**src/rtl/ela_pkg.sv**
```systemverilog
// Shared types and constants for the ELA sequencer.
package ela_pkg;

    typedef enum logic [2:0] {
        ST_IDLE   = 3'd0,
        ST_REQ    = 3'd1,
        ST_GAP    = 3'd2,
        ST_LOAD   = 3'd3,
        ST_EMIT_I = 3'd4,
        ST_EMIT_O = 3'd5,
        ST_DRAIN  = 3'd6,
        ST_DONE   = 3'd7
    } ela_state_e;

    localparam int DEF_WIDTH   = 16;
    localparam int DEF_IN_ROWS = 5;
    localparam int DEF_RD_LAT  = 1;
    localparam int COL_W       = $clog2(DEF_WIDTH);
    localparam int OUT_ROWS    = 2 * DEF_IN_ROWS - 1;

    // True in the two states that issue read addresses to the datapath.
    function automatic logic is_emit(input ela_state_e s);
        return (s == ST_EMIT_I) || (s == ST_EMIT_O);
    endfunction

endpackage

```
**src/rtl/ela_delay_line.sv**
```systemverilog
// Fixed-depth shift register carrying {issue, sel} from the read-address
// stage to the point where datapath output data is available.
module ela_delay_line #(
    parameter int DEPTH = 1
) (
    input  logic       i_clk,
    input  logic       i_clr,
    input  logic [1:0] i_din,
    output logic [1:0] o_dout
);

    logic [2*DEPTH-1:0] r_pipe;

    generate
        if (DEPTH == 1) begin : g_single
            // Single stage: capture the input, clear on reset.
            always_ff @(posedge i_clk) begin
                if (i_clr) begin
                    r_pipe <= 2'b00;
                end else begin
                    r_pipe <= i_din;
                end
            end
        end else begin : g_multi
            // Multi stage: newest entry enters at the low end.
            always_ff @(posedge i_clk) begin
                if (i_clr) begin
                    r_pipe <= {(2*DEPTH){1'b0}};
                end else begin
                    r_pipe <= {r_pipe[2*DEPTH-3:0], i_din};
                end
            end
        end
    endgenerate

    assign o_dout = r_pipe[2*DEPTH-1 -: 2];

endmodule

```
**src/rtl/ela_seq_ctrl.sv**
```systemverilog
// Control sequencer for the ELA line-average datapath: requests rows from
// the host, steers them into ping-pong line buffers and schedules the
// original / interpolated output rows.
module ela_seq_ctrl
    import ela_pkg::*;
#(
    parameter int WIDTH   = DEF_WIDTH,
    parameter int IN_ROWS = DEF_IN_ROWS,
    parameter int RD_LAT  = DEF_RD_LAT
) (
    input  logic                       i_clk,
    input  logic                       i_rst,
    output logic                       o_req,
    output logic                       o_wr_en,
    output logic                       o_wr_buf,
    output logic [$clog2(WIDTH)-1:0]   o_wr_addr,
    output logic                       o_rd_top,
    output logic [$clog2(WIDTH)-1:0]   o_rd_addr,
    output logic                       o_out_sel,
    output logic                       o_valid,
    output logic                       o_done
);

    localparam int CW = $clog2(WIDTH);
    localparam logic [CW-1:0] COL_ZERO = {CW{1'b0}};
    localparam logic [CW-1:0] COL_ONE  = {{(CW-1){1'b0}}, 1'b1};
    localparam logic [CW-1:0] COL_LAST = CW'(WIDTH - 1);
    localparam logic [CW-1:0] DRN_LAST = CW'(RD_LAT - 1);
    localparam logic [2:0]    ROW_LAST = 3'(IN_ROWS - 1);
    localparam logic [2:0]    ROW_MAX  = 3'(IN_ROWS);

    ela_state_e    r_state;
    ela_state_e    w_state_nxt;
    logic [CW-1:0] r_col;
    logic [CW-1:0] w_col_nxt;
    logic [2:0]    r_row;
    logic [2:0]    w_row_nxt;
    logic          r_cur;
    logic          w_cur_nxt;
    logic          w_adv;
    logic          w_col_last;
    logic          w_drain_last;
    logic          w_counting;

    logic          r_req;
    logic          r_wr_en;
    logic          r_wr_buf;
    logic [CW-1:0] r_wr_addr;
    logic          r_rd_top;
    logic [CW-1:0] r_rd_addr;
    logic          r_done;
    logic          w_req_nxt;
    logic          w_wr_en_nxt;
    logic          w_wr_buf_nxt;
    logic [CW-1:0] w_wr_addr_nxt;
    logic          w_rd_top_nxt;
    logic [CW-1:0] w_rd_addr_nxt;
    logic          w_done_nxt;

    logic          w_issue;
    logic          w_sel;
    logic [1:0]    w_dl_out;

    assign w_col_last   = (r_col == COL_LAST);
    assign w_drain_last = (r_col == DRN_LAST);
    assign w_counting   = (r_state == ST_LOAD) || is_emit(r_state) || (r_state == ST_DRAIN);

    // State register with synchronous reset.
    always_ff @(posedge i_clk) begin
        if (i_rst) begin
            r_state <= ST_IDLE;
        end else begin
            r_state <= w_state_nxt;
        end
    end

    // Next-state decode; w_adv marks the end of a row's drain.
    always_comb begin
        w_state_nxt = r_state;
        w_adv       = 1'b0;
        case (r_state)
            ST_IDLE:   w_state_nxt = ST_REQ;
            ST_REQ:    w_state_nxt = ST_GAP;
            ST_GAP:    w_state_nxt = ST_LOAD;
            ST_LOAD: begin
                if (w_col_last) begin
                    if (r_row == 3'd0) begin
                        w_state_nxt = ST_EMIT_O;
                    end else begin
                        w_state_nxt = ST_EMIT_I;
                    end
                end else begin
                    w_state_nxt = ST_LOAD;
                end
            end
            ST_EMIT_I: begin
                if (w_col_last) begin
                    w_state_nxt = ST_EMIT_O;
                end else begin
                    w_state_nxt = ST_EMIT_I;
                end
            end
            ST_EMIT_O: begin
                if (w_col_last) begin
                    w_state_nxt = ST_DRAIN;
                end else begin
                    w_state_nxt = ST_EMIT_O;
                end
            end
            ST_DRAIN: begin
                if (w_drain_last) begin
                    w_adv = 1'b1;
                    if (r_row >= ROW_LAST) begin
                        w_state_nxt = ST_DONE;
                    end else begin
                        w_state_nxt = ST_REQ;
                    end
                end else begin
                    w_state_nxt = ST_DRAIN;
                end
            end
            ST_DONE:   w_state_nxt = ST_DONE;
            default:   w_state_nxt = ST_IDLE;
        endcase
    end

    // Column, row and buffer-pointer next values; column restarts on every state change.
    always_comb begin
        w_col_nxt = COL_ZERO;
        w_row_nxt = r_row;
        w_cur_nxt = r_cur;
        if (w_state_nxt != r_state) begin
            w_col_nxt = COL_ZERO;
        end else if (w_counting) begin
            w_col_nxt = r_col + COL_ONE;
        end else begin
            w_col_nxt = COL_ZERO;
        end
        if (w_adv) begin
            w_cur_nxt = ~r_cur;
            if (r_row == ROW_MAX) begin
                w_row_nxt = r_row;
            end else begin
                w_row_nxt = r_row + 3'd1;
            end
        end else begin
            w_cur_nxt = r_cur;
            w_row_nxt = r_row;
        end
    end

    // Counter registers.
    always_ff @(posedge i_clk) begin
        if (i_rst) begin
            r_col <= COL_ZERO;
            r_row <= 3'd0;
            r_cur <= 1'b0;
        end else begin
            r_col <= w_col_nxt;
            r_row <= w_row_nxt;
            r_cur <= w_cur_nxt;
        end
    end

    // Output decode from the upcoming state so outputs line up with it once registered.
    always_comb begin
        w_req_nxt     = 1'b0;
        w_wr_en_nxt   = 1'b0;
        w_wr_buf_nxt  = 1'b0;
        w_wr_addr_nxt = COL_ZERO;
        w_rd_top_nxt  = 1'b0;
        w_rd_addr_nxt = COL_ZERO;
        w_done_nxt    = 1'b0;
        case (w_state_nxt)
            ST_REQ:  w_req_nxt = 1'b1;
            ST_LOAD: begin
                w_wr_en_nxt   = 1'b1;
                w_wr_buf_nxt  = w_cur_nxt;
                w_wr_addr_nxt = w_col_nxt;
            end
            ST_EMIT_I: begin
                // Upper row of the pair is the previously loaded buffer.
                w_rd_top_nxt  = ~w_cur_nxt;
                w_rd_addr_nxt = w_col_nxt;
            end
            ST_EMIT_O: begin
                w_rd_top_nxt  = w_cur_nxt;
                w_rd_addr_nxt = w_col_nxt;
            end
            ST_DONE: w_done_nxt = 1'b1;
            default: w_req_nxt = 1'b0;
        endcase
    end

    // Registered outputs.
    always_ff @(posedge i_clk) begin
        if (i_rst) begin
            r_req     <= 1'b0;
            r_wr_en   <= 1'b0;
            r_wr_buf  <= 1'b0;
            r_wr_addr <= COL_ZERO;
            r_rd_top  <= 1'b0;
            r_rd_addr <= COL_ZERO;
            r_done    <= 1'b0;
        end else begin
            r_req     <= w_req_nxt;
            r_wr_en   <= w_wr_en_nxt;
            r_wr_buf  <= w_wr_buf_nxt;
            r_wr_addr <= w_wr_addr_nxt;
            r_rd_top  <= w_rd_top_nxt;
            r_rd_addr <= w_rd_addr_nxt;
            r_done    <= w_done_nxt;
        end
    end

    // Issue/sel are aligned with r_rd_addr, so RD_LAT stages match the datapath read latency.
    assign w_issue = is_emit(r_state);
    assign w_sel   = (r_state == ST_EMIT_I);

    ela_delay_line #(
        .DEPTH (RD_LAT)
    ) u_delay (
        .i_clk  (i_clk),
        .i_clr  (i_rst),
        .i_din  ({w_issue, w_sel}),
        .o_dout (w_dl_out)
    );

    assign o_req     = r_req;
    assign o_wr_en   = r_wr_en;
    assign o_wr_buf  = r_wr_buf;
    assign o_wr_addr = r_wr_addr;
    assign o_rd_top  = r_rd_top;
    assign o_rd_addr = r_rd_addr;
    assign o_valid   = w_dl_out[1];
    assign o_out_sel = w_dl_out[0];
    assign o_done    = r_done;

endmodule

```
**config.mk**
```make
export PLATFORM = sky130hd
export DESIGN_NAME = ela_seq_ctrl
export DESIGN_NICKNAME = d
export VERILOG_FILES = /design/src/rtl/ela_pkg.sv /design/src/rtl/ela_delay_line.sv /design/src/rtl/ela_seq_ctrl.sv
export SDC_FILE = /design/constraint.sdc
export NUM_CORES = 1
export LEC_CHECK = 0
export ABC_CLOCK_PERIOD_IN_PS = 2300
export CAP_MARGIN = 20
export CORE_MARGIN = 4
export CORE_UTILIZATION = 30
export DETAILED_ROUTE_END_ITERATION = 10
export GPL_ROUTABILITY_DRIVEN = 0
export GPL_TIMING_DRIVEN = 0
export PLACE_DENSITY = 0.47
export SYNTH_ARGS = -nofsm -noshare
export SYNTH_HDL_FRONTEND = slang
export SYNTH_SLANG_ARGS = --single-unit
```
**constraint.sdc**
```tcl
create_clock -name i_clk -period 2.3 [get_ports i_clk]
set_input_delay 0.46 -clock i_clk [delete_from_list [all_inputs] [get_ports i_clk]]
set_output_delay 0.46 -clock i_clk [all_outputs]
set_load 0.01 [all_outputs]
```
==> key figures <==
Timing
  • Slew @ Worst Pin: 0.540 ns
  • Number of failing setup endpoints in the final timing report: 0
  • Worst setup margin: 0.346 ns
  • Worst hold slack: just under 0.5 ns
  • Pins Over Slew Limit: 0
  • Final cycle utilization of the critical path: 0.850
  • Fin crit period: 1.95 ns
  • Count of endpoints failing hold in the final timing report: 0
  • RSZ-0062 raised after global routing: false
  • Highest Clock Rate: slightly above 0.5 GHz
  • Worst Clk Skew: around 0.0058 ns
  • Worst slew margin relative to its limit: 0.637
  • Sum of negative setup slack: 0 ns

Logic synthesis
  • Post-synthesis net count: between 100 and 150
  • Fraction of registers with async set or reset after synthesis: 0
  • Synthesized instance count: 118
  • Most instantiated flip-flop cell in the synthesis netlist: sky130_fd_sc_hd__dfxtp_1
  • Number of synthesized flops with an enable pin: 0
  • Post-synthesis sequential element count: 26
  • Fraction of the yosys area taken by sequential cells: 0.465
  • Netlist area before placement: 1120 um^2
  • Ys Warns: 0
  • Average instance area after synthesis: 9.49 um^2
  • Unique masters post-synth: 37

Clock tree
  • Resized cells post-CTS: 0
  • Setup bufs post-CTS: 0
  • Clock root buffer master: sky130_fd_sc_hd__clkbuf_8
  • Total CTS buffers: 3
  • Worst-path clk slew: 0.09 ns
  • Count of hold-fix buffers inserted at cts: 0
  • TritonCTS clock tree: done
  • Clock latency on the worst-skew pair: 0.27 ns
  • CTS Sinks: 26
  • Longest Clk Path Bufs: 2
  • Maximum level of the CTS H-tree: 1

Place
  • Worst Setup Slack post-DPL: 0.373 ns
  • Detailed-placement wirelength estimate: ~1600 um
  • Count of input and output buffers: 15

GRT
  • First-pass GRT wire length: 3730 um
  • Global-route congestion overflow total: 0
  • All-layer global routing usage: 0.0965
  • Number of antenna violations at the first check in global routing: 0
  • Via count of the first global-routing pass: 814
  • Pin count of the biggest net entering global routing: 16

Cells and area
  • Most used cells in the layout excluding fill and tap cells: sky130_fd_sc_hd__dfxtp_1, sky130_fd_sc_hd__nor2_1, sky130_fd_sc_hd__clkdlybuf4s50_1
  • Post-layout net count: 145
  • Synth-to-Final Area Change: 24.9%
  • Area used by sequential logic in the layout: approximately 520 um^2
  • Number of antenna diodes: 0
  • Most common library cell in the layout ignoring fill and taps: sky130_fd_sc_hd__dfxtp_1
  • # fillers: around 370
  • Share of final-layout standard cells stronger than drive strength 1: 0.102
  • Fraction of the core area covered by cells at the end of the flow: 0.403
  • Area of the multi-input gates: approximately 540 um^2

Drt
  • Number of design-rule violations left by the first detailed-router iteration: 30
  • Number of routed nets with antenna violations: 0
  • Vias/cell: 4.78
  • Final WL: ~2200 um
  • Number of design rule violations left after detail routing: 0
  • Post-DR wirelength/cell: between 10 and 15 um
  • Routed vias: 874
  • Total iterations of the first detailed-routing run: 4

Floorplanning
  • Die footprint: 4770 um^2
  • Boundary Pins: 17
  • Chip width: 69.1 um
  • Site row count: 21
  • Floorplan die height: 69.1 um
  • Core area: 3470 um^2
  • Initial standard-cell utilization of the core: 0.323

Setup path
  • Peak per-stage delay on the critical path: 0.37 ns
  • Destination of the critical timing path: o_rd_top
  • CP max-delay cell: sky130_fd_sc_hd__dfxtp_1
  • Element type at the critical path end: flip-flop
  • Worst setup SP type: flip-flop
  • End of the worst register-to-register path: o_rd_top
  • Depth of the most critical reg-to-reg path: 6
  • Cells along the critical path: inv_1 -> ha_1 -> and3b_1 -> o32ai_1 -> o311a_4 -> mux2_2
  • Critical path class: reg -> reg
  • Arrival @ worst endpoint: 2.12 ns
  • Launch point of the worst reg-to-reg path: r_row[0]
  • Data required time at the worst endpoint: 2.47 ns
  • Worst-path fanout max: 6
  • Worst setup path startpoint: r_row[0]
  • Setup slack of the most critical reg-to-reg path: 0.35 ns

Power and ir drop
  • Power density over cell area: around 650 nW/um^2
  • Maximum vdd drop: 0.282 mV
  • Post-route total power: 0.000910 W
  • Static leakage: 0.505 nW

Run
  • Number of max-capacitance violations reported: 0

Run status
  • Result of the run: completed

Worst hold path
  • Path category of the worst min-delay check: in -> reg
-- where the power goes --
part           leakage [nW]  internal (W)  switching (W)
Sequential            0.211      0.000458     0.00000813
Combinational         0.258     0.0000304      0.0000378
Clock                0.0357      0.000233       0.000143
Total                 0.505      0.000721       0.000189
-- how the worst min path moves through the flow --
stage | start | endpoint | slack, ns | cells past startpoint
finish | i_rst | o_wr_buf | 0.49 | 2
detailed placement | r_col[0] | o_wr_addr[0] | 0.50 | 1
global placement | r_col[0] | o_rd_addr[0] | 0.50 | 1
global route | i_rst | o_wr_buf | 0.50 | 2
floorplan | r_col[0] | o_rd_addr[0] | 0.45 | 1
CTS | i_rst | o_wr_buf | 0.49 | 2
-- final cells by class --
cell class | instances | share of cell area
multi-input combinational | 78 | 0.386
sequential | 26 | 0.372
timing repair buffer | 15 | 0.107
tap | 46 | 0.0411
clock buffer | 3 | 0.0295
clock inverter | 1 | 0.0215
inverter | 8 | 0.0215
buffer | 6 | 0.0206
-- layer usage --
layer | GRT usage | share of wire
met5 | 0 | 0
met4 | 0.0456 | 0.015
met3 | 0.0218 | 0.026
met2 | 0.150 | 0.45
met1 | 0.126 | 0.51
-- synth_stat cells, types with 2 or more instances --
| cell type | number | area [um^2] |
|---|---|---|
| sky130_fd_sc_hd__nand3_1 | 3 | 15.0 |
| sky130_fd_sc_hd__nor2_1 | 17 | 63.8 |
| sky130_fd_sc_hd__ha_1 | 5 | 62.6 |
| sky130_fd_sc_hd__and2_1 | 2 | 12.5 |
| sky130_fd_sc_hd__nor3b_1 | 2 | 15.0 |
| sky130_fd_sc_hd__nand4_1 | 2 | 12.5 |
| sky130_fd_sc_hd__nor3_1 | 5 | 25.0 |
| sky130_fd_sc_hd__nand2b_1 | 2 | 12.5 |
| sky130_fd_sc_hd__buf_2 | 2 | 10.0 |
| sky130_fd_sc_hd__dfxtp_1 | 26 | 521 |
| sky130_fd_sc_hd__or3_1 | 3 | 18.8 |
| sky130_fd_sc_hd__o32ai_1 | 2 | 17.5 |
| sky130_fd_sc_hd__nand3b_1 | 2 | 15.0 |
| sky130_fd_sc_hd__mux2i_1 | 2 | 20.0 |
| sky130_fd_sc_hd__a21oi_1 | 2 | 10.0 |
| sky130_fd_sc_hd__inv_1 | 8 | 30.0 |
| sky130_fd_sc_hd__a21boi_0 | 2 | 15.0 |
| sky130_fd_sc_hd__clkbuf_1 | 3 | 11.3 |
| sky130_fd_sc_hd__o21ai_0 | 5 | 25.0 |
| sky130_fd_sc_hd__nand2_1 | 3 | 11.3 |
| sky130_fd_sc_hd__xnor2_1 | 3 | 26.3 |
| sky130_fd_sc_hd__and3_1 | 2 | 12.5 |
-- sequential cells by signal, indices dropped and copies added, names as in the netlist --
name,count
r_col,4
o_rd_top,1
r_row,3
o_wr_en,1
o_req,1
o_rd_addr,4
u_delay.o_dout,2
r_cur,1
o_done,1
o_wr_buf,1
r_state,3
o_wr_addr,4
-- stage by stage --
step                cell area (um^2)  std cells
floorplan                       1120        118
global placement                1330        179
detailed placement              1330        179
CTS                             1400        183
global route                    1400        183
finish                          1400        183
-- worst max-delay path, delay by kind of cell (launching register included) --
family | cells | cell delay (ns)
compound gates | 2 | 0.69
fa+ha+maj | 1 | 0.20
buf+inv | 1 | 0.08
flops | 1 | 0.37
mux | 1 | 0.34
simple gates | 1 | 0.18
-- cell families after synthesis --
| kind of cell | Yosys count | share of synthesized area |
|---|---|---|
| simple gates | 49 | 0.245 |
| buf+inv | 14 | 0.0525 |
| compound gates | 17 | 0.123 |
| fa+ha+maj | 5 | 0.0559 |
| xor+xnor | 4 | 0.0313 |
| mux | 3 | 0.0279 |
| flops | 26 | 0.465 |
Power figures use the tool's default switching activity.
